### src/rtl/cpu_types_pkg.sv
// Shared CPU types: instruction-cache frame layout and address split.
package cpu_types_pkg;

  localparam int unsigned WORD_W    = 32;
  localparam int unsigned TAG_W_MAX = 30;
  localparam int unsigned IDX_W_MAX = 8;

  // One direct-mapped frame; tag is right-aligned, unused upper bits stay 0
  typedef struct packed {
    logic                 valid;
    logic [TAG_W_MAX-1:0] tag;
    logic [WORD_W-1:0]    data;
  } icache_frame_t;

  // Address split sized for the largest cache; idx/tag right-aligned
  typedef struct packed {
    logic [TAG_W_MAX-1:0] tag;
    logic [IDX_W_MAX-1:0] idx;
    logic [1:0]           bytoff;
  } icachef_t;

  // Split a byte address for a cache with idxw index bits
  function automatic icachef_t icache_split(input logic [WORD_W-1:0] addr,
                                            input int unsigned idxw);
    icachef_t s;
    s.bytoff = addr[1:0];
    s.idx    = IDX_W_MAX'((addr >> 2) & ((32'd1 << idxw) - 32'd1));
    s.tag    = TAG_W_MAX'(addr >> (idxw + 32'd2));
    return s;
  endfunction

endpackage

### src/rtl/icache.sv
// Direct-mapped, read-only instruction cache with one-word frames.
// Hits are returned combinationally; a miss fetches one word from memory.
// Optional macro ICACHE_PERF_EN adds hit_count / miss_count outputs.
module icache
  import cpu_types_pkg::*;
#(
  parameter int unsigned FRAMES = 16
) (
  input  logic        CLK,
  input  logic        nRST,
  input  logic        imemREN,
  input  logic [31:0] imemaddr,
  output logic        ihit,
  output logic [31:0] imemload,
  input  logic        iwait,
  input  logic [31:0] iload,
  output logic        iREN,
  output logic [31:0] iaddr
`ifdef ICACHE_PERF_EN
  ,
  output logic [31:0] hit_count,
  output logic [31:0] miss_count
`endif
);

  localparam int unsigned IDXW = $clog2(FRAMES);

  typedef enum logic {IDLE, FETCH} state_t;

  state_t        state;
  logic [31:0]   missaddr;
  icache_frame_t frames [FRAMES];

  icachef_t        cur;
  icachef_t        mis;
  logic [IDXW-1:0] cur_idx;
  logic [IDXW-1:0] mis_idx;
  icache_frame_t   cur_frame;
  logic            hit;

  // Address decode for the live request and the latched miss
  assign cur       = icache_split(imemaddr, IDXW);
  assign mis       = icache_split(missaddr, IDXW);
  assign cur_idx   = IDXW'(cur.idx);
  assign mis_idx   = IDXW'(mis.idx);
  assign cur_frame = frames[cur_idx];

  // Lookup is only honoured in IDLE so FETCH never reports a hit
  assign hit      = (state == IDLE) && imemREN && cur_frame.valid &&
                    (cur_frame.tag == cur.tag);
  assign ihit     = hit;
  assign imemload = hit ? cur_frame.data : 32'd0;
  assign iREN     = (state == FETCH);
  assign iaddr    = (state == FETCH) ? missaddr : 32'd0;

  // Byte offset and spare index bits carry no information here
  logic unused_bits;
  assign unused_bits = ^{cur.bytoff, mis.bytoff, cur.idx, mis.idx};

  // FSM, miss-address latch, frame fill and optional event counters
  always_ff @(posedge CLK or negedge nRST) begin
    if (!nRST) begin
      state    <= IDLE;
      missaddr <= 32'd0;
      for (int i = 0; i < int'(FRAMES); i++) begin
        frames[i] <= '0;
      end
`ifdef ICACHE_PERF_EN
      hit_count  <= 32'd0;
      miss_count <= 32'd0;
`endif
    end else begin
      case (state)
        IDLE: begin
          if (imemREN && !hit) begin
            missaddr <= imemaddr;
            state    <= FETCH;
`ifdef ICACHE_PERF_EN
            miss_count <= miss_count + 32'd1;
`endif
          end
`ifdef ICACHE_PERF_EN
          if (hit) begin
            hit_count <= hit_count + 32'd1;
          end
`endif
        end
        FETCH: begin
          // Fill always completes to the latched address, even after a redirect
          if (!iwait) begin
            frames[mis_idx] <= '{valid: 1'b1, tag: mis.tag, data: iload};
            state           <= IDLE;
          end
        end
        default: state <= IDLE;
      endcase
    end
  end

endmodule

### config.mk
export PLATFORM = sky130hd
export DESIGN_NAME = icache
export DESIGN_NICKNAME = d
export VERILOG_FILES = /design/src/rtl/cpu_types_pkg.sv /design/src/rtl/icache.sv
export SDC_FILE = /design/constraint.sdc
export NUM_CORES = 1
export LEC_CHECK = 0
export ABC_CLOCK_PERIOD_IN_PS = 9600
export BUFFER_PORTS_ARGS = -buffer_cell sky130_fd_sc_hd__buf_2
export CELL_PAD_IN_SITES_DETAIL_PLACEMENT = 0
export CELL_PAD_IN_SITES_GLOBAL_PLACEMENT = 2
export CORE_ASPECT_RATIO = 1.1
export CORE_MARGIN = 3
export CORE_UTILIZATION = 51
export CTS_CLUSTER_DIAMETER = 120
export DETAILED_ROUTE_END_ITERATION = 12
export PLACE_DENSITY = 0.82
export SYNTH_ARGS = -nofsm -noshare
export SYNTH_HDL_FRONTEND = slang
export SYNTH_SLANG_ARGS = --single-unit
### constraint.sdc
create_clock -name CLK -period 9.6 [get_ports CLK]
set_input_delay 1.44 -clock CLK [delete_from_list [all_inputs] [get_ports CLK]]
set_output_delay 1.44 -clock CLK [all_outputs]
set_load 0.05 [all_outputs]
* After elaboration in Yosys (flattened, before gate mapping)
Cells that the tools add are included.
** Cells by class
- $lt $le $gt $ge :: 3
- Equal/unequal tests :: 1
- Multiplexer cells :: 11
- Bitwise operators :: 4
- Reduce and logical (&&, ||, !) cells :: 8
** Operator list (number)
- $bwmux W1008 :: 1
- $bmux W63 S4 :: 1
- $demux W63 S4 :: 1
- $mux W63 :: 3
- $mux W32 :: 2
- $eq A30 B26 Y1 :: 1
- $ge A5 B5 Y1 const B :: 2
- $not A4 Y5 :: 2
- $logic_and A1 B1 Y1 :: 5
- $lt A5 B1 Y1 const B :: 1
- $reduce_and A2 Y1 :: 2
- $mux W1 :: 2
- $not A1 Y1 :: 2
- $pmux W1 S2 :: 1
- $logic_not A1 Y1 :: 1
** Storage, ports and cells
- Flip-flop bits (word level) :: 1041
- Input bits :: 68
- Output and inout bits :: 66
- Logic and storage cells :: 77

* Logic depth before layout (Yosys ltp)
- Word-level depth :: 10
- Mapped depth :: 13
- Mapped depth without buffers :: 8

* Worst setup path after synthesis
No wires, ideal clock.
- Path type :: input -> output
- Start point :: input port imemaddr[2]
- End point :: output port imemload[10]
- Arrival time :: 4.416 ns
- Required time :: 8.160 ns
- Setup slack :: 3.744 ns
- Stages on the path :: 12
- Path buffers :: 5
- Path through :: buf_2 -> buf_6 -> buf_4 -> buf_2 -> nor2_1 -> a221oi_1 -> xnor2_1 -> o221ai_1 -> nor4_1 -> nand3_1 -> clkbuf_1 -> nor2b_1
** On the way
- Longest elaborated chain between the ends :: 7
- Elaborated cells between the ends (all ways) :: 8
- Classes of those cells :: eq/ne: 1; mux: 4; bitwise: 1; reduce/logical: 2
** RTL lines
- start: declaration :: RTL line icache.sv:12 : input logic [31:0] imemaddr,
- $not A4 Y5 (implied by the code) * :: RTL line icache.sv:46 : assign cur_frame = frames[cur_idx];
- $bmux W63 S4 * :: RTL line icache.sv:46
- $mux W63 (implied by the code) * (2 in a row) :: RTL line icache.sv:46
- $eq A30 B26 Y1 / $logic_and A1 B1 Y1 (equally long branches) :: RTL line icache.sv:50, icache.sv:49
- $logic_and A1 B1 Y1 :: RTL line icache.sv:49 : assign hit = (state == IDLE) && imemREN && cur_frame.valid &&
- $mux W32 * :: RTL line icache.sv:52 : assign imemload = hit ? cur_frame.data : 32'd0;
- end: declaration :: RTL line icache.sv:14 : output logic [31:0] imemload,
Every way passes the cells marked *; elsewhere a longest branch is shown, timed or not. The select of a mux whose other input is x is not followed.

* Worst setup path after layout
- Start point :: input port imemaddr[3]
- End point :: output port imemload[24]
Same word-level chain as after synthesis.

==> flow_summary.json <==
{
  "outcome": "finished, final reports clean",
  "grt_pass1_wl_mm": 171,
  "die_w_um": 287,
  "place_congestion": 0.759,
  "drv_cap": 0,
  "wl_per_cell_um": 27.9,
  "synth_edf_count": 0,
  "crit_top_cell": "buf_4",
  "dieArea_sq_mm": 0.0906,
  "io_pins": 134,
  "cts_resized": 0,
  "cp_max_fo": 65,
  "end_kind": "output port",
  "cts_setup_buffers": 0,
  "clockRootBuffer": "clkbuf_16",
  "synth_top_area_share_pct": 55.1,
  "synth.yosys.seq_area_share_pct": 55.1,
  "area_growth_pct": 11.3,
  "start_util_pct": 51.9,
  "synth_fp_nets": 2788,
  "ant_nets": 0,
  "period_needed_ns": 7.54,
  "finalMaxSlewViolations": 0,
  "hpwlAfterDp_mm": 61.4,
  "p_sw_w": 0.00378,
  "drtIter0Drc": 1426,
  "min_path_cells": 1,
  "cp_slowest_cell": "buf_4",
  "clkSlewWorstSetupHoldPaths_ns": 0.06,
  "die_height_um": 315,
  "yosysMostFrequentCell": "dfrtp_1",
  "slowest_delay_ns": 0.73,
  "vias": 24153,
  "hold_viol": 0,
  "crit_arrival_ns": 6.10,
  "ys_ff_latch": 977,
  "worstHoldEndpoint": "frames[377]",
  "critPathKind": "input pin to output port",
  "pwr_density_cell_mw_per_mm2": 287,
  "rsz0062_at_grt": "no",
  "antenna_found_initial": 10,
  "clkPwrFrac_pct": 28.0,
  "setup_viol": 0,
  "comb_power_share_pct": 24.2,
  "synth_warnings": 0,
  "r2r_slack_ns": 5.65,
  "fmax_ghz": 0.133,
  "final_util_pct": 57.7,
  "ys_async_sr_fraction_pct": 100,
  "switching_share_pct": 26.7,
  "worst_setup_path_startpoint": "imemaddr[3]",
  "ir_drop_mv": 0.164,
  "r2r-start": "frames[41]",
  "syn-instance-count": 2720,
  "num-nets-final": 2824,
  "post-place-cells": 3793,
  "drc": 0,
  "relSlewSlack_pct": 20.6,
  "core-area_sq_mm": 0.0855,
  "instances_no_fill": 3980,
  "insertion_delay_ns": 0.67,
  "rr_worst_depth": 9,
  "fin_crit_sh_pct": 78.5,
  "numCtsBuffers": 101,
  "routed_wl_mm": 111,
  "synth_cell_types": 46,
  "worstPathCellList": "buf_8, buf_4, mux4_2, mux2i_1, xnor2_1, nor3_1, o2111ai_1, nor4_2, nand3_2, buf_4, nor2b_1, buf_2",
  "cts-htree-levels": 3,
  "grt_max_degree": 166,
  "rr_endpoint": "missaddr[19]",
  "post_synth.cell_area_avg_sq_um": 16.3,
  "startpoint_type": "input pin",
  "cts_tree": "yes",
  "yosys-top-cells-count": "dfrtp_1, mux2_2, mux4_2",
  "drt_first_pass_iters": 4,
  "row_count": 112,
  "postCtsHoldBufs": 0,
  "fin_tns_setup_ns": 0,
  "p_total_w": 0.0142,
  "grt-ovfl-total": 0,
  "cts_buffer_depth": 3,
  "required_ns": 8.16,
  "grt_pass1_vias": 26972,
  "clock-sinks": 977,
  "synth_area_leader_cell": "dfrtp_1",
  "seqPwrFrac_pct": 47.8,
  "worst_pin_slew_ns": 1.19,
  "portBuffers": 133,
  "p_int_w": 0.0104,
  "post_drt_via_cell_ratio": 6.07,
  "drive_gt1_share_pct": 56.2,
  "fin_skew_ns": 0.0239,
  "synthesis.area_sq_mm": 0.0444,
  "cellLeakagePower_nw": 22.6,
  "min_from": "frames[377]",
  "synth_ff_type": "dfrtp_1",
  "synth_area_leaders": "dfrtp_1, mux2_2, mux4_2",
  "hold_path.class": "register to register",
  "track_usage_pct": 25.2
}
## cells by family after synthesis
| group | count (synthesis) | synth area share, % |
|---|---|---|
| multiplexers | 1291 | 39.5 |
| flip-flops | 977 | 55.1 |
| buffers and inverters | 245 | 2.35 |
| AND/OR/NAND/NOR | 140 | 1.82 |
| XOR/XNOR | 37 | 0.730 |
| AO/OA/AOI/OAI | 30 | 0.525 |
## placed cells by master, fill, tap and decap left out, drive strengths merged, types with 18 or more instances in the layout
master and count:
and2 32, buf 173, clkbuf 157, clkinv 18, dfrtp 977, mux2 967, mux2i 63, mux4 261
nand2 22, nor2b 42, xnor2 27
## power groups by stage
stage / Sequential, W / Combinational (W) / Clock [W]
after floorplan: 0.00644 / 0.00287 / 0
after global placement: 0.00669 / 0.00333 / 0
after detailed placement: 0.00684 / 0.00347 / 0
after CTS: 0.00678 / 0.00348 / 0.00406
after global routing: 0.00699 / 0.00371 / 0.00424
final: 0.00678 / 0.00344 / 0.00397
## routing by layer
layer | share of wire [%] | track usage (%) | vias to the layer above | wire (um)
met3 | 4.0 | 3.74 | 169 | 4490
met2 | 50 | 42.2 | 451 | 55400
met4 | 2.4 | 6.93 | 10 | 2650
li1 | - | - | 10168 | -
met5 | 0.046 | 0 | - | 51
met1 | 44 | 34.9 | 13355 | 48500
## worst max-delay path: cells and delay by family
kind | cells | cell delay [ns]
buffers and inverters | 4 | 1.91
XOR/XNOR | 1 | 0.09
AND/OR/NAND/NOR | 4 | 1.53
multiplexers | 2 | 0.58
AO/OA/AOI/OAI | 1 | 0.38
## registers in the layout (all words and copies together), names as in the netlist
name	count
frames	944
missaddr	32
iREN	1
## metrics by stage
stage	hold slack [ns]	setup slack, ns	instance area (sq um)
3_3_place_gp	0.448	2.05	45900
6_report	0.464	2.06	49400
2_1_floorplan	0.429	3.74	44400
4_1_cts	0.463	1.91	49400
3_5_place_dp	0.447	1.91	45900
5_1_grt	0.470	1.66	49400
## area by class of cell
cell class	instances	area, sq um
Clock inverter	29	279
Antenna cell	1	2.50
Fill cell	6704	36100
Multi-Input combinational cell	1498	19000
Inverter	5	21.3
Sequential cell	977	24400
Clock buffer	157	3130
Timing Repair Buffer	173	1050
Tap cell	1140	1430
## how the worst max path moves through the flow
stage,to
6_report,imemload[24]
5_1_grt,imemload[22]
4_1_cts,imemload[24]
3_5_place_dp,imemload[24]
3_3_place_gp,imemload[26]
2_1_floorplan,imemload[10]
Note: power is estimated with default switching activity, not from simulation.
